$ cat src/rtl/host_frame_delimit_pkg.sv
// Shared state encoding and framing constants for the host receive frame delimiter.
package host_frame_delimit_pkg;

  typedef enum logic [1:0] {
    idle_s = 2'd0,
    pre_s  = 2'd1,
    data_s = 2'd2,
    drop_s = 2'd3
  } rx_state_t;

  localparam logic [7:0] PREAMBLE_BYTE = 8'h55;
  localparam logic [7:0] SFD_BYTE      = 8'hD5;
  localparam int         DEF_MAX_LEN   = 1522;
  localparam int         BYTE_CNT_W    = 11;

endpackage

$ cat src/rtl/host_frame_delimit_frame_byte_delay.sv
// Fixed-depth byte shift hold with occupancy tracking; the oldest byte leaves
// on a push into a full hold, or as a tail on a flush.
module frame_byte_delay #(
  parameter int DEPTH = 1
) (
  input  logic       i_clk,
  input  logic       i_rst_n,
  input  logic       i_push,
  input  logic       i_flush,
  input  logic       i_discard,
  input  logic [7:0] iv_byte,
  output logic [7:0] ov_byte,
  output logic       o_valid,
  output logic       o_tail
);

  localparam int OCC_W = $clog2(DEPTH + 1);
  localparam logic [OCC_W-1:0] FULL_C = OCC_W'(DEPTH);

  logic [OCC_W-1:0] r_occ;
  logic             w_full;

  assign w_full = (r_occ == FULL_C);

  genvar gi;
  generate
    for (gi = 0; gi < DEPTH; gi++) begin : g_stage
      logic [7:0] r_byte;
      if (gi == 0) begin : g_head
        always_ff @(posedge i_clk) begin
          if (!i_rst_n)    r_byte <= 8'd0;
          else if (i_push) r_byte <= iv_byte;
        end
      end else begin : g_shift
        always_ff @(posedge i_clk) begin
          if (!i_rst_n)    r_byte <= 8'd0;
          else if (i_push) r_byte <= g_stage[gi-1].r_byte;
        end
      end
    end
  endgenerate

  always_ff @(posedge i_clk) begin
    if (!i_rst_n)                  r_occ <= '0;
    else if (i_flush || i_discard) r_occ <= '0;
    else if (i_push && !w_full)    r_occ <= r_occ + 1'b1;
  end

  assign ov_byte = g_stage[DEPTH-1].r_byte;
  assign o_valid = w_full & (i_push | i_flush);
  assign o_tail  = i_flush;

endmodule

$ cat src/rtl/host_frame_delimit.sv
// GMII receive to 9-bit {head/tail, byte} stream with preamble strip, truncation and error cut.
// Build option: HOST_FRAME_DELIMIT_FCS_STRIP_EN deepens the hold to 5 so the FCS is never emitted.
module host_frame_delimit
  import host_frame_delimit_pkg::*;
#(
  parameter int MAX_LEN = DEF_MAX_LEN,
  parameter int CNT_W   = 32
) (
  input  logic             i_clk,
  input  logic             i_rst_n,
  input  logic             i_gmii_rx_dv,
  input  logic [7:0]       iv_gmii_rxd,
  input  logic             i_gmii_rx_er,
  output logic [8:0]       ov_data,
  output logic             o_data_wr,
  output logic [CNT_W-1:0] ov_frame_cnt,
  output logic [CNT_W-1:0] ov_err_cnt,
  output logic [CNT_W-1:0] ov_trunc_cnt
);

`ifdef HOST_FRAME_DELIMIT_FCS_STRIP_EN
  localparam int HOLD_DEPTH = 5;
`else
  localparam int HOLD_DEPTH = 1;
`endif

  localparam logic [BYTE_CNT_W-1:0] MAX_LEN_C = BYTE_CNT_W'(MAX_LEN);
  localparam logic [BYTE_CNT_W-1:0] CNT_SAT_C = '1;

  rx_state_t             r_state, w_state_next;
  logic                  r_wait_idle;
  logic                  r_emitted;
  logic [BYTE_CNT_W-1:0] r_byte_cnt, w_cnt_next, w_cnt_inc;
  logic [8:0]            r_data;
  logic                  r_data_wr;
  logic [CNT_W-1:0]      r_frame_cnt, r_err_cnt, r_trunc_cnt;

  logic       w_push, w_flush, w_discard;
  logic       w_frame_inc, w_err_inc, w_trunc_inc;
  logic [7:0] w_hold_byte;
  logic       w_hold_valid, w_hold_tail;

  frame_byte_delay #(.DEPTH(HOLD_DEPTH)) u_hold (
    .i_clk     (i_clk),
    .i_rst_n   (i_rst_n),
    .i_push    (w_push),
    .i_flush   (w_flush),
    .i_discard (w_discard),
    .iv_byte   (iv_gmii_rxd),
    .ov_byte   (w_hold_byte),
    .o_valid   (w_hold_valid),
    .o_tail    (w_hold_tail)
  );

  assign w_cnt_inc = (r_byte_cnt == CNT_SAT_C) ? r_byte_cnt : r_byte_cnt + 1'b1;

  always_comb begin
    w_state_next = r_state;
    w_push       = 1'b0;
    w_flush      = 1'b0;
    w_discard    = 1'b0;
    w_cnt_next   = r_byte_cnt;
    w_frame_inc  = 1'b0;
    w_err_inc    = 1'b0;
    w_trunc_inc  = 1'b0;
    case (r_state)
      idle_s: begin
        // After reset, the tail of an interrupted frame is ignored until the line goes idle
        if (i_gmii_rx_dv && !r_wait_idle) begin
          if (iv_gmii_rxd == PREAMBLE_BYTE) begin
            w_state_next = pre_s;
          end else begin
            w_state_next = drop_s;
            w_err_inc    = 1'b1;
          end
        end
      end
      pre_s: begin
        if (!i_gmii_rx_dv) begin
          w_state_next = idle_s;
        end else if (i_gmii_rx_er) begin
          w_state_next = drop_s;
          w_err_inc    = 1'b1;
        end else if (iv_gmii_rxd == PREAMBLE_BYTE) begin
          w_state_next = pre_s;
        end else if (iv_gmii_rxd == SFD_BYTE) begin
          w_state_next = data_s;
          w_cnt_next   = '0;
          w_discard    = 1'b1;
        end else begin
          w_state_next = drop_s;
          w_err_inc    = 1'b1;
        end
      end
      data_s: begin
        if (!i_gmii_rx_dv) begin
          w_state_next = idle_s;
          if (r_emitted) begin
            w_flush     = 1'b1;
            w_frame_inc = 1'b1;
          end else begin
            w_discard = 1'b1;
          end
        end else if (i_gmii_rx_er) begin
          w_state_next = drop_s;
          w_err_inc    = 1'b1;
          w_flush      = r_emitted;
          w_discard    = ~r_emitted;
        end else begin
          w_push     = 1'b1;
          w_cnt_next = w_cnt_inc;
          if (w_cnt_inc == MAX_LEN_C) begin
            w_state_next = drop_s;
            w_trunc_inc  = 1'b1;
          end
        end
      end
      drop_s: begin
        // Only a truncated frame still has emitted bytes here; its tail leaves now
        w_flush = r_emitted;
        if (!i_gmii_rx_dv) w_state_next = idle_s;
      end
      default: w_state_next = idle_s;
    endcase
  end

  always_ff @(posedge i_clk) begin
    if (!i_rst_n) begin
      r_state     <= idle_s;
      r_wait_idle <= 1'b1;
      r_byte_cnt  <= '0;
      r_emitted   <= 1'b0;
      r_data      <= 9'd0;
      r_data_wr   <= 1'b0;
      r_frame_cnt <= '0;
      r_err_cnt   <= '0;
      r_trunc_cnt <= '0;
    end else begin
      r_state     <= w_state_next;
      r_wait_idle <= r_wait_idle & i_gmii_rx_dv;
      r_byte_cnt  <= w_cnt_next;
      if (w_flush || w_discard) r_emitted <= 1'b0;
      else if (w_hold_valid)    r_emitted <= 1'b1;
      r_data_wr <= w_hold_valid;
      if (w_hold_valid) r_data <= {w_hold_tail | ~r_emitted, w_hold_byte};
      if (w_frame_inc) r_frame_cnt <= r_frame_cnt + 1'b1;
      if (w_err_inc)   r_err_cnt   <= r_err_cnt + 1'b1;
      if (w_trunc_inc) r_trunc_cnt <= r_trunc_cnt + 1'b1;
    end
  end

  assign ov_data      = r_data;
  assign o_data_wr    = r_data_wr;
  assign ov_frame_cnt = r_frame_cnt;
  assign ov_err_cnt   = r_err_cnt;
  assign ov_trunc_cnt = r_trunc_cnt;

endmodule

$ cat config.mk
export PLATFORM = sky130hd
export DESIGN_NAME = host_frame_delimit
export DESIGN_NICKNAME = d
export VERILOG_FILES = /design/src/rtl/host_frame_delimit_pkg.sv /design/src/rtl/host_frame_delimit_frame_byte_delay.sv /design/src/rtl/host_frame_delimit.sv
export SDC_FILE = /design/constraint.sdc
export NUM_CORES = 1
export LEC_CHECK = 0
export CORE_MARGIN = 2
export CORE_UTILIZATION = 35
export CTS_BUF_LIST = sky130_fd_sc_hd__clkbuf_16
export CTS_CLUSTER_SIZE = 40
export DETAILED_ROUTE_END_ITERATION = 7
export GPL_TIMING_DRIVEN = 0
export HOLD_SLACK_MARGIN = 0.03
export PLACE_DENSITY = 0.53
export SLEW_MARGIN = 40
export SYNTH_ARGS = -nofsm -noshare
export SYNTH_HDL_FRONTEND = slang
export SYNTH_SLANG_ARGS = --single-unit
$ cat constraint.sdc
create_clock -name i_clk -period 4.1 [get_ports i_clk]
set_input_delay 0.82 -clock i_clk [delete_from_list [all_inputs] [get_ports i_clk]]
set_output_delay 0.82 -clock i_clk [all_outputs]
set_load 0.01 [all_outputs]
==> reports/results.ini <==
[route]
vias_per_cell = 5.07
drt_iter0_drc = 233
wl_per_cell_um = 15.0
num_vias = 5755
dr.pass1.iters = 5
drc = 0
ant_nets = 0
routed_wl_mm = 17.1

[worst_setup_path]
critPathKind = in -> reg
cp_data_arrival_time_ns = 3.31
cpMostUsedCell = buf_2
critPathCaptureType = flip-flop
critPathTopFamily = simple AND/OR/NAND/NOR gates
worstSetupEndpoint = ov_frame_cnt[31]
r2r_slack_ns = 1.24
worstSetupStartpointType = input pin
slowest_delay_ns = 0.55
crit_fanout = 9
required_ns = 4.45
crit_cells = 10
critPathLaunch = i_gmii_rx_dv
r2r-end = ov_trunc_cnt[18]
worst-path-buf-inv = 4
r2r_cells = 10
crit_chain = clkdlybuf4s50_1 -> and3b_1 -> buf_2 -> and4_1 -> buf_2 -> nand3_1 -> or2_1 -> clkbuf_1 -> or3_1 -> a21oi_1
r2r_start = r_byte_cnt[0]
critPathSlowestCell = clkdlybuf4s50_1

[die]
pin_count = 118
chipWidth_um = 139
rows = 49
die_area_mm2 = 0.0193
fp.dieH_um = 139
initial_core_util_pct = 35.5
core_mm2 = 0.0179

[cts]
htreeDepth = 4
ctsRootBufferMaster = clkbuf_16
cts_tree = yes
clkTransAtPathRegs_ns = 0.06
numCtsBuffers = 17
clkLatencyLatePin_ns = 0.42
postCtsSetupBuffers = 0
hold_buffers = 0
cts_resized = 0
clkSinkCount = 130
clock_path_buffers = 2

[power]
pwr_density_cell_mw_per_mm2 = 372
p_switching_mw = 0.779
switching_share_pct = 24.9
seq_power_share_pct = 41.7
vdd_drop_max_mv = 0.311
clkPwrFrac_pct = 49.0
p_int_mw = 2.35
power.leakage_nw = 2.93
power_mw = 3.13
combPwrFrac_pct = 9.3

[yosys]
yosys.area.top_type = dfxtp_1
yosysWarnings = 0
synth_seq_cells = 130
async_flop_share_pct = 0
synthTopCellsByCount = 130 x dfxtp_1, 101 x nor2_1, 99 x nand2_1
synthFlopType = dfxtp_1
synthTopCellsByArea = dfxtp_1 41%, nor2_1 6.0%, nand2_1 5.8%, mux2i_1 3.9%, xnor2_1 3.9%
synth_top_area_share_pct = 41.0
yosysMostFrequentCell = dfxtp_1
synth_fp_nets = 778
netlist_area_mm2 = 0.00635
syn_inst = 757
synth-edff-count = 0
syn_area_per_cell_um2 = 8.39
synth.distinct_cells = 66
seq_area_frac_synth_pct = 41.0

[sta]
rsz0062_at_grt = no
hold_ws_ns = 0.454
fin_crit_ns = 2.97
finalCritPeriodShare_pct = 72.4
fin_ws_ns = 1.13
worst_pin_slew_ns = 0.713
hold_violations = 0
skew_ns = 0.0123
relSlewSlack_pct = 52.5
drv_slew = 0
fmax_ghz = 0.337
tns_ns = 0
setup_viol = 0

[min_path]
min_path_type = reg -> reg

[layout]
layout-drive-gt1-share_pct = 7.84
utilization_pct = 47.0
num-fill-cells = 1743
postLayoutCellArea_mm2 = 0.00841
seqCellArea_mm2 = 0.00260
area_delta_synth_final_pct = 32.3
multi_input_area_mm2 = 0.00351
n_antenna_cell = 0
fin_cells = 1135
fin_nets = 914

[placed_design]
dpl_cell_area_mm2 = 0.00781
globalplace.congestion = 0.837
port_buffers = 117
dp_cells = 1103
dp_hpwl_mm = 12.2
pre_cts_ws_ns = 0.661

[global_route]
met2_usage_pct = 29.0
grt_use_total_pct = 17.8
met3_usage_pct = 4.18
gr-max-usage-layer = met2
grt_pass1_vias = 5517
antenna_found_initial = 0
grt_max_degree = 17
overflow = 0
grt_pass1_wl_mm = 28.1
use_met1_pct = 22.9

[flow_run]
drv_cap = 0

[status]
status = complete, no violations

## worst min path at each step
| stage | start | to | slack, ns | depth (start not counted) |
|---|---|---|---|---|
| CTS | u_hold.ov_byte[4] | u_hold.ov_byte[4] | 0.45 | 2 |
| global placement | ov_data[8] | ov_data[8] | 0.44 | 2 |
| floorplan | u_hold.ov_byte[0] | u_hold.ov_byte[0] | 0.44 | 2 |
| global route | u_hold.ov_byte[4] | u_hold.ov_byte[4] | 0.47 | 2 |
| finish | u_hold.ov_byte[6] | u_hold.ov_byte[6] | 0.45 | 2 |
| detailed placement | u_hold.ov_byte[2] | u_hold.ov_byte[2] | 0.45 | 2 |
## registers in the layout, summed over array words and instances, names as in the netlist, 2 cells and up
register        cells
ov_trunc_cnt       32
ov_data             9
r_byte_cnt         11
u_hold.ov_byte      8
ov_frame_cnt       32
r_state             2
ov_err_cnt         32
## final cells by class
cell class,instances,area share [%]
timing repair buffer,117,13.9
clock inverter,15,2.01
tap,229,3.41
clock buffer,17,5.06
sequential,130,30.9
multi-input combinational,570,41.8
buffer,36,1.96
inverter,21,0.937
## placed cells by master, fill, tap and decap left out, types with 14 or more instances in the layout
cell             netlist  routed
nor2_1               101     101
and3_1                19      19
nand2b_1              20      20
clkbuf_16              0      17
inv_1                 20      21
nand2_1               99      99
xor2_1                27      27
mux2i_1               25      25
nor3_1                15      15
a21oi_1               37      36
nand4_1               18      18
o21ai_0               23      23
clkbuf_1              25      25
or3_1                 14      14
xnor2_1               28      28
dfxtp_1              130     130
clkdlybuf4s50_1        0     117
nand3_1               31      31
## logic make-up after synthesis
group / count (synthesis) / synth area share, %
AO/OA/AOI/OAI: 112 / 12.2
XOR/XNOR: 55 / 7.58
adder cells (fa/ha/maj): 9 / 1.77
buffers and inverters: 57 / 3.84
flip-flops: 130 / 41.0
multiplexers: 25 / 3.94
AND/OR/NAND/NOR: 369 / 29.7
## power by group through the flow
stage               Clock [mW]  Sequential, mW  Combinational (mW)
global route              1.62            1.31               0.332
floorplan                    0            1.33               0.202
CTS                       1.57            1.30               0.289
detailed placement           0            1.33               0.288
global placement             0            1.33               0.284
finish                    1.53            1.31               0.290
## worst reg2reg max path, stage by stage (launching register included)
cell	delay [ns]
dfxtp_1	0.43
ha_1	0.20
clkbuf_1	0.36
nand2_1	0.10
o2bb2ai_1	0.17
o2111ai_1	0.16
a211oi_2	0.35
nand3_2	0.27
buf_4	0.27
o311ai_2	0.29
o41ai_2	0.12
## layer usage
| layer | vias up | wire (µm) |
|---|---|---|
| met5 | - | 0 |
| met4 | 0 | 377 |
| met3 | 25 | 786 |
| met2 | 140 | 7980 |
| met1 | 2675 | 7930 |
| li1 | 2915 | - |
Note: power is estimated with default switching activity, not from simulation.
